**config.mk**
```make
export PLATFORM = sky130hd
export DESIGN_NAME = rope_shock_monitor
export DESIGN_NICKNAME = d
export VERILOG_FILES = /design/src/rtl/rope_shock_monitor.sv
export SDC_FILE = /design/constraint.sdc
export NUM_CORES = 1
export LEC_CHECK = 0
export CELL_PAD_IN_SITES_DETAIL_PLACEMENT = 1
export CELL_PAD_IN_SITES_GLOBAL_PLACEMENT = 1
export CORE_UTILIZATION = 34
export CTS_CLUSTER_DIAMETER = 100
export DETAILED_ROUTE_END_ITERATION = 16
export GPL_ROUTABILITY_DRIVEN = 0
export PLACE_DENSITY_LB_ADDON = 0.15
export SKIP_LAST_GASP = 1
export SLEW_MARGIN = 0
export SYNTH_ARGS = -nofsm -noshare
export SYNTH_HDL_FRONTEND = slang
export SYNTH_SLANG_ARGS = --single-unit
```
**constraint.sdc**
```tcl
create_clock -name clk -period 2.38 [get_ports clk]
set_clock_uncertainty 0.2 [all_clocks]
set_input_delay 0.357 -clock clk [delete_from_list [all_inputs] [get_ports clk]]
set_output_delay 0.357 -clock clk [all_outputs]
set_load 0.005 [all_outputs]
```
**src/rtl/rope_shock_monitor.sv**
```systemverilog
// rope_shock_monitor
// Turns player/rope contact into gameplay consequences (stun, life loss,
// post-hit grace blinking, game over). All decisions are taken once per frame
// on startOfFrame; every output is registered.
// Optional feature macro: ROPE_SHOCK_BLINK_EN -- when defined, flashOn blinks
// during GRACE; when undefined, flashOn stays high in GRACE and the blink
// counter is not built.
module rope_shock_monitor #(
  parameter int ROPES        = 6,
  parameter int STUN_FRAMES  = 60,
  parameter int GRACE_FRAMES = 90,
  parameter int LIVES        = 3,
  parameter int BLINK_FRAMES = 4
) (
  input  logic                  clk,
  input  logic                  reset,
  input  logic                  startOfFrame,
  input  logic [ROPES-1:0][1:0] electroStatus,
  input  logic [ROPES-1:0]      ropeTouch,
  input  logic                  restart,
  output logic                  playerFrozen,
  output logic                  flashOn,
  output logic                  shockHit,
  output logic                  lifeLost,
  output logic [2:0]            livesLeft,
  output logic                  gameOver
);

  localparam int MAX_FRAMES = (STUN_FRAMES > GRACE_FRAMES) ? STUN_FRAMES : GRACE_FRAMES;
  localparam int TW = $clog2(MAX_FRAMES + 1);
  localparam logic [TW-1:0] STUN_LOAD  = TW'(STUN_FRAMES);
  localparam logic [TW-1:0] GRACE_LOAD = TW'(GRACE_FRAMES);
  localparam logic [TW-1:0] TIMER_ONE  = TW'(1);
  localparam logic [2:0]    LIVES_LOAD = 3'(LIVES);

  // Parameter sanity: lives must fit the 3-bit counter and be non-zero,
  // and every timed interval must be at least one frame long.
  if (LIVES < 1 || LIVES > 7 || STUN_FRAMES < 1 || GRACE_FRAMES < 1 || BLINK_FRAMES < 1) begin : g_bad_config
    $error("rope_shock_monitor: illegal parameter combination");
  end

  typedef enum logic [1:0] {ALIVE, STUNNED, GRACE, DEAD} state_t;

  state_t        state_reg;
  logic [TW-1:0] timer_reg;
  logic [2:0]    lives_reg;
  logic          touch_e_reg;
  logic          touch_he_reg;
  logic          frozen_reg;
  logic          flash_reg;
  logic          shock_reg;
  logic          lost_reg;
  logic          over_reg;

`ifdef ROPE_SHOCK_BLINK_EN
  localparam int BW = $clog2(BLINK_FRAMES + 1);
  localparam logic [BW-1:0] BLINK_LAST = BW'(BLINK_FRAMES - 1);
  localparam logic GRACE_FLASH = 1'b0;
  logic [BW-1:0] blink_reg;
`else
  localparam logic GRACE_FLASH = 1'b1;
`endif

  // Per-rope contact classification; status 11 matches neither class.
  logic [ROPES-1:0] hit_e;
  logic [ROPES-1:0] hit_he;
  for (genvar gi = 0; gi < ROPES; gi++) begin : g_rope
    assign hit_e[gi]  = ropeTouch[gi] && (electroStatus[gi] == 2'b01);
    assign hit_he[gi] = ropeTouch[gi] && (electroStatus[gi] == 2'b10);
  end

  logic now_e, now_he, seen_e, seen_he;
  logic [2:0] lives_dec;
  assign now_e     = |hit_e;
  assign now_he    = |hit_he;
  // A touch in the SOF cycle itself still counts for that frame's decision.
  assign seen_e    = touch_e_reg | now_e;
  assign seen_he   = touch_he_reg | now_he;
  assign lives_dec = (lives_reg == 3'd0) ? 3'd0 : lives_reg - 3'd1;

  // Frame-rate state machine with sticky touch flags and registered outputs.
  always_ff @(posedge clk) begin
    if (reset || restart) begin
      state_reg    <= ALIVE;
      timer_reg    <= '0;
      lives_reg    <= LIVES_LOAD;
      touch_e_reg  <= 1'b0;
      touch_he_reg <= 1'b0;
      frozen_reg   <= 1'b0;
      flash_reg    <= 1'b1;
      shock_reg    <= 1'b0;
      lost_reg     <= 1'b0;
      over_reg     <= 1'b0;
`ifdef ROPE_SHOCK_BLINK_EN
      blink_reg    <= '0;
`endif
    end else begin
      shock_reg <= 1'b0;
      lost_reg  <= 1'b0;
      if (startOfFrame) begin
        touch_e_reg  <= 1'b0;
        touch_he_reg <= 1'b0;
        case (state_reg)
          ALIVE, STUNNED: begin
            if (seen_he) begin
              // High-electro beats plain electro and interrupts a stun.
              lost_reg   <= 1'b1;
              lives_reg  <= lives_dec;
              frozen_reg <= 1'b0;
              if (lives_dec == 3'd0) begin
                state_reg <= DEAD;
                over_reg  <= 1'b1;
                flash_reg <= 1'b0;
                timer_reg <= '0;
              end else begin
                state_reg <= GRACE;
                flash_reg <= GRACE_FLASH;
                timer_reg <= GRACE_LOAD;
`ifdef ROPE_SHOCK_BLINK_EN
                blink_reg <= '0;
`endif
              end
            end else if (state_reg == ALIVE) begin
              if (seen_e) begin
                shock_reg  <= 1'b1;
                state_reg  <= STUNNED;
                frozen_reg <= 1'b1;
                timer_reg  <= STUN_LOAD;
              end
            end else if (timer_reg == TIMER_ONE) begin
              state_reg  <= ALIVE;
              frozen_reg <= 1'b0;
              timer_reg  <= '0;
            end else begin
              timer_reg <= timer_reg - TIMER_ONE;
            end
          end
          GRACE: begin
            if (timer_reg == TIMER_ONE) begin
              state_reg <= ALIVE;
              flash_reg <= 1'b1;
              timer_reg <= '0;
            end else begin
              timer_reg <= timer_reg - TIMER_ONE;
`ifdef ROPE_SHOCK_BLINK_EN
              if (blink_reg == BLINK_LAST) begin
                flash_reg <= ~flash_reg;
                blink_reg <= '0;
              end else begin
                blink_reg <= blink_reg + 1'b1;
              end
`endif
            end
          end
          default: begin
            // DEAD: hold until restart.
          end
        endcase
      end else begin
        touch_e_reg  <= touch_e_reg | now_e;
        touch_he_reg <= touch_he_reg | now_he;
      end
    end
  end

  assign playerFrozen = frozen_reg;
  assign flashOn      = flash_reg;
  assign shockHit     = shock_reg;
  assign lifeLost     = lost_reg;
  assign livesLeft    = lives_reg;
  assign gameOver     = over_reg;

endmodule

```
==> After elaboration in Yosys (flattened, before gate mapping) <==
Index checks and enable logic that the tools add are counted.
{ "op_classes": {"muxes": 23, "n_bitwise": 5, "eq_ne": 19, "n_reduce_logical": 29, "add_sub_neg": 2} }
{ "op_table": {"columns": ["operator", "n"], "rows": [
  ["2-to-1 mux 7 bit", 5],
  ["equality test 2 x 1 -> 1 bit (second input constant)", 7],
  ["equality test 2 bit (second input constant)", 7],
  ["case mux 7 bit (2 select lines)", 1],
  ["logical AND 1 bit", 12],
  ["AND reduction 4 bit", 3],
  ["OR reduction 6 bit", 2],
  ["2-to-1 mux 1 bit", 10],
  ["2-to-1 mux 2 bit", 4],
  ["equality test 7 x 1 -> 1 bit (second input constant)", 1],
  ["subtractor 7 x 1 -> 7 bit (second input constant)", 1],
  ["logical NOT 3 bit", 2],
  ["AND reduction 3 bit", 2],
  ["OR reduction 5 bit", 1],
  ["inequality test 2 bit (second input constant)", 2],
  ["inequality test 4 bit (second input constant)", 1],
  ["case mux 2 bit (2 select lines)", 1],
  ["OR reduction 2 bit", 2],
  ["2-to-1 mux 3 bit", 1],
  ["inequality test 3 bit (second input constant)", 1],
  ["inverter 1 bit", 3],
  ["nonzero test 3 bit", 1],
  ["OR reduction 3 bit", 1],
  ["subtractor 3 x 1 -> 3 bit (second input constant)", 1],
  ["5 further kinds", 6]
]} }
{ "word_totals": {"wordCells": 88, "regBits": 19, "inputBits": 22} }

==> Longest topological paths before layout <==
{ "depth": {"word_depth": 8, "ltp_mapped": 8, "depth_no_buf": 7} }

==> Least setup slack after synthesis <==
No wires, ideal clock.
{ "synth_timing": {"kind": "input-to-reg", "start": "input electroStatus[2] (netlist bit)", "end": "register timer_reg[4]", "setup_ns": 0.117, "t_arrival_ns": 1.810, "slack_ns": 0.253, "cell_stages": 8, "required_time_ns": 2.063, "cell_sequence": "nand3b_1 o2111ai_2 or3_1 buf_2 o311ai_4 buf_6 a31oi_1 a32o_1"} }
{ "synth_via": {"elab_chain_cells": 6, "elab_cells_between_ends": 12} }
{ "synth_lines": {"columns": ["element", "line", "text"], "rows": [
  ["from (decl)", "18", "input logic [ROPES-1:0][1:0] electroStatus,"],
  ["equality test 2 x 1 -> 1 bit or equality test 2 bit (tied branches)", "68, 69", null],
  ["logical AND 1 bit, on equally long branches", "68, 69", null],
  ["OR reduction 6 bit, on equally long branches", "74, 75", null],
  ["bitwise OR 1 bit, on equally long branches", "77, 78", null],
  ["inequality test 4 bit (no source line) or 2-to-1 mux 7 bit (tied branches)", null, null],
  ["AND reduction 3 bit (no source line) or case mux 7 bit (2 select lines) (tied branches)", null, null],
  ["to (signal assigned)", "135", "timer_reg <= timer_reg - TIMER_ONE;"],
  ["to (signal assigned)", "144", "timer_reg <= timer_reg - TIMER_ONE;"],
  ["to (decl)", "45", "logic [TW-1:0] timer_reg;"]
]} }
Parallel ways exist; a longest one is shown, timed or not.
A chain may end at the register's enable or synchronous reset.

==> Worst setup path in the final report <==
{ "layout_timing": {"start": "input electroStatus[2] (netlist bit)", "end": "register frozen_reg (netlist: playerFrozen)"} }
{ "layout_via": {"elab_chain_cells": 6, "elab_cells_between_ends": 12} }
{ "layout_lines": {"columns": ["element", "line", "text"], "rows": [
  ["equality test 2 x 1 -> 1 bit or equality test 2 bit (tied branches)", "68, 69", null],
  ["logical AND 1 bit, on equally long branches", "68, 69", null],
  ["OR reduction 6 bit, on equally long branches", "74, 75", null],
  ["bitwise OR 1 bit, on equally long branches", "77, 78", null],
  ["inequality test 3 bit (no source line) or nonzero test 3 bit (tied branches)", null, null],
  ["AND reduction 4 bit (no source line)", null, null],
  ["to (signal assigned)", "89", "frozen_reg <= 1'b0;"],
  ["to (signal assigned)", "109", "frozen_reg <= 1'b0;"],
  ["to (signal assigned)", "127", "frozen_reg <= 1'b1;"],
  ["to (decl)", "49", "logic frozen_reg;"]
]} }
Parallel ways exist; a longest one is shown, timed or not.

==> metrics.json <==
{
  "floorplanning": {
    "placeableCoreArea_um2": 3150,
    "design.die.area_um2": 3660,
    "die-height_um": 60.5,
    "die_boundary_width_um": 60.5,
    "ios": 30,
    "std_cell_rows": 20,
    "initial_core_util_pct": 36.9
  },
  "detailed_routing": {
    "drtAntennaViolNets": 0,
    "drt_pre_antenna_iters": 2,
    "drcViolationCount": 0,
    "via_count": 1200,
    "avgRoutedWirePerCell_um": 14.2,
    "drt_wl_total_um": 3290,
    "route.detailed.vias_per_inst": 5.17,
    "detailedRoute.firstIterationViolations": 7
  },
  "cells_and_area": {
    "num-fill-cells": 404,
    "layout-drive-gt1-share_pct": 13.3,
    "post_layout_nonfiller_instances": 232,
    "design.final.nets": 215,
    "area.growth.synth_to_final_pct": 39.9,
    "insertedDiodeCount": 0,
    "layout_commonest_cell": "clkdlybuf4s50_1",
    "final_cell_area_excluding_filler_cells_um2": 1630,
    "most-common-layout-cells": "clkdlybuf4s50_1 (29), dfxtp_1 (19), nand2_1 (16)",
    "largest_register_ffs": 7
  },
  "setup_path": {
    "timing.setup.critical_path_class": "in -> reg",
    "critical_path_required_ps": 2430,
    "critical_path.startpoint_type": "input port",
    "cp-end-kind": "flip-flop",
    "worst_ep_arrival_time_ps": 2310,
    "crit_fanout": 5
  },
  "yosys": {
    "dominantRegCellSynth": "dfxtp_1",
    "netlist_area_um2": 1160,
    "post_synth_main_area_contributors": "dfxtp_1 (33%), a21oi_1 (5.2%), nand2_1 (5.2%)",
    "netlist_instances": 147,
    "yosysTopAreaCell": "dfxtp_1",
    "ys_warn_count": 0,
    "synthesis.area_per_instance_um2": 7.91,
    "proportion_of_netlist_area_held_by_the_largest_area_contributor_pct": 32.7,
    "synth_edf_count": 0,
    "async_flop_share_pct": 0,
    "synth_seq_cells": 19,
    "postSynthNetCount": 173,
    "post_synth_cell_types": 40,
    "part_of_the_yosys_area_used_for_sequential_elements_pct": 32.7
  },
  "clock_tree": {
    "hold_buffers": 0,
    "clk_pin_slew_worst_paths_ps": 120,
    "cts_setup_buffers": 0,
    "tritoncts_clock_tree": "built",
    "cts_buffer_depth": 2,
    "numClockSinks": 19,
    "worstSkewPairLatency_ps": 310,
    "cts_buffers": 3,
    "cts_htree_levels": 1,
    "cts_root_buf": "clkbuf_4"
  },
  "global_routing": {
    "grt_usage_pct": 19.2,
    "grt_overflow": 0,
    "grt_start_max_net_pins": 16,
    "first_global_vias": 1227,
    "grt_first_pass_wirelength_um": 5190,
    "grt_antenna_before_repair": 0
  },
  "timing": {
    "max_slew.worst_pin.slew_ps": 454,
    "final_min_period_over_clock_period_pct": 95.2,
    "fin_ws_ps": 114,
    "final.min_clock_period_ps": 2270,
    "finalSetupTns_ps": 0,
    "clock.fmax_mhz": 441,
    "worst_slew_margin_rel_pct": 69.6,
    "slew_violations": 0,
    "rsz0062_at_grt": "false",
    "hold_viol_final": 0,
    "finalSetupViolCount": 0
  },
  "placed_design": {
    "preCtsSetupSlack_ps": -290,
    "place_area_um2": 1590,
    "io_buffers": 29,
    "dp_cells": 228,
    "detailed_place_hpwl_um": 2570
  },
  "run": {
    "max_cap_violations": 0
  },
  "outcome": {
    "run_status": "completed"
  },
  "pwr": {
    "static-leakage-power_nw": 0.637,
    "ir_worst_vdd_uv": 310,
    "power_density_over_the_cells_nw_per_um2": 457,
    "total_power_mw": 0.743
  },
  "hold_path": {
    "holdCritPathClass": "reg -> reg"
  }
}
## report_power, final
group / switching [mW] / internal [mW]
logic: 0.0999 / 0.120
registers: 0.0143 / 0.330
clock network: 0.116 / 0.0630
## logic make-up (layout without fill, tap and decap cells)
family	count (synthesis)	after routing	share of synthesized area, %
muxes	1	1	0.861
AOI/OAI and AO/OA	37	37	22.6
xor gates and xnor gates	4	4	3.01
adders and majority gates	4	4	4.31
and+or+nand+nor	65	65	30.2
buffers and inverters	17	58	6.24
DFF	19	19	32.7
## final cells by class
type / count / area [um2] / share of cell area [%]
sequential: 19 / 380 / 23.4
tap: 44 / 55.1 / 3.38
inverter: 11 / 41.3 / 2.54
multi-input combinational: 111 / 714 / 43.9
clock inverter: 1 / 5.00 / 0.308
clock buffer: 3 / 22.5 / 1.38
timing repair buffer: 43 / 408 / 25.1
## worst paths after layout
check                            start                   endpoint  slack (ps)  depth (start not counted)
max reg2reg  timer_reg[4]$_SDFFE_PP0P_  playerFrozen$_SDFFE_PP0P_         340                          6
max                   electroStatus[2]  playerFrozen$_SDFFE_PP0P_         110                          7
min reg2reg  timer_reg[5]$_SDFFE_PP0P_  timer_reg[5]$_SDFFE_PP0P_         300                          2
min          timer_reg[5]$_SDFFE_PP0P_  timer_reg[5]$_SDFFE_PP0P_         300                          2
## cell usage after synthesis (3+ instances only)
cell,number
a21oi_1,12
a31oi_1,6
clkbuf_1,4
dfxtp_1,19
ha_1,4
inv_1,11
nand2_1,16
nand2b_1,4
nand3_1,4
nand3b_1,6
nor2_1,12
nor2b_1,3
nor3_1,5
o21ai_0,5
## layer usage
metal	vias to the layer above	part of all wire (%)	track usage [%]
met2	27	49	35.8
met1	566	44	21.6
met3	5	5.3	2.99
li1	602	-	-
met4	0	1.4	7.79
met5	-	0	0
## stage by stage
step	utilization [%]	hold WS (ps)
final	51.6	297
after global routing	51.6	330
after CTS	51.4	300
after detailed placement	50.6	282
after global placement	50.6	257
after floorplan	-	236
## timing repair
action	CTS	global route
endpoints found under the setup margin	0	1
resized for setup	0	1
endpoints found under the hold margin	0	0
## critical path, stage by stage
cell	delay [ps]
clkdlybuf4s50_1	470
nand3b_1	130
o2111ai_2	140
or3_4	370
buf_4	160
or4_1	530
a31oi_1	150
No activity file was read; power rests on OpenSTA's default activity.
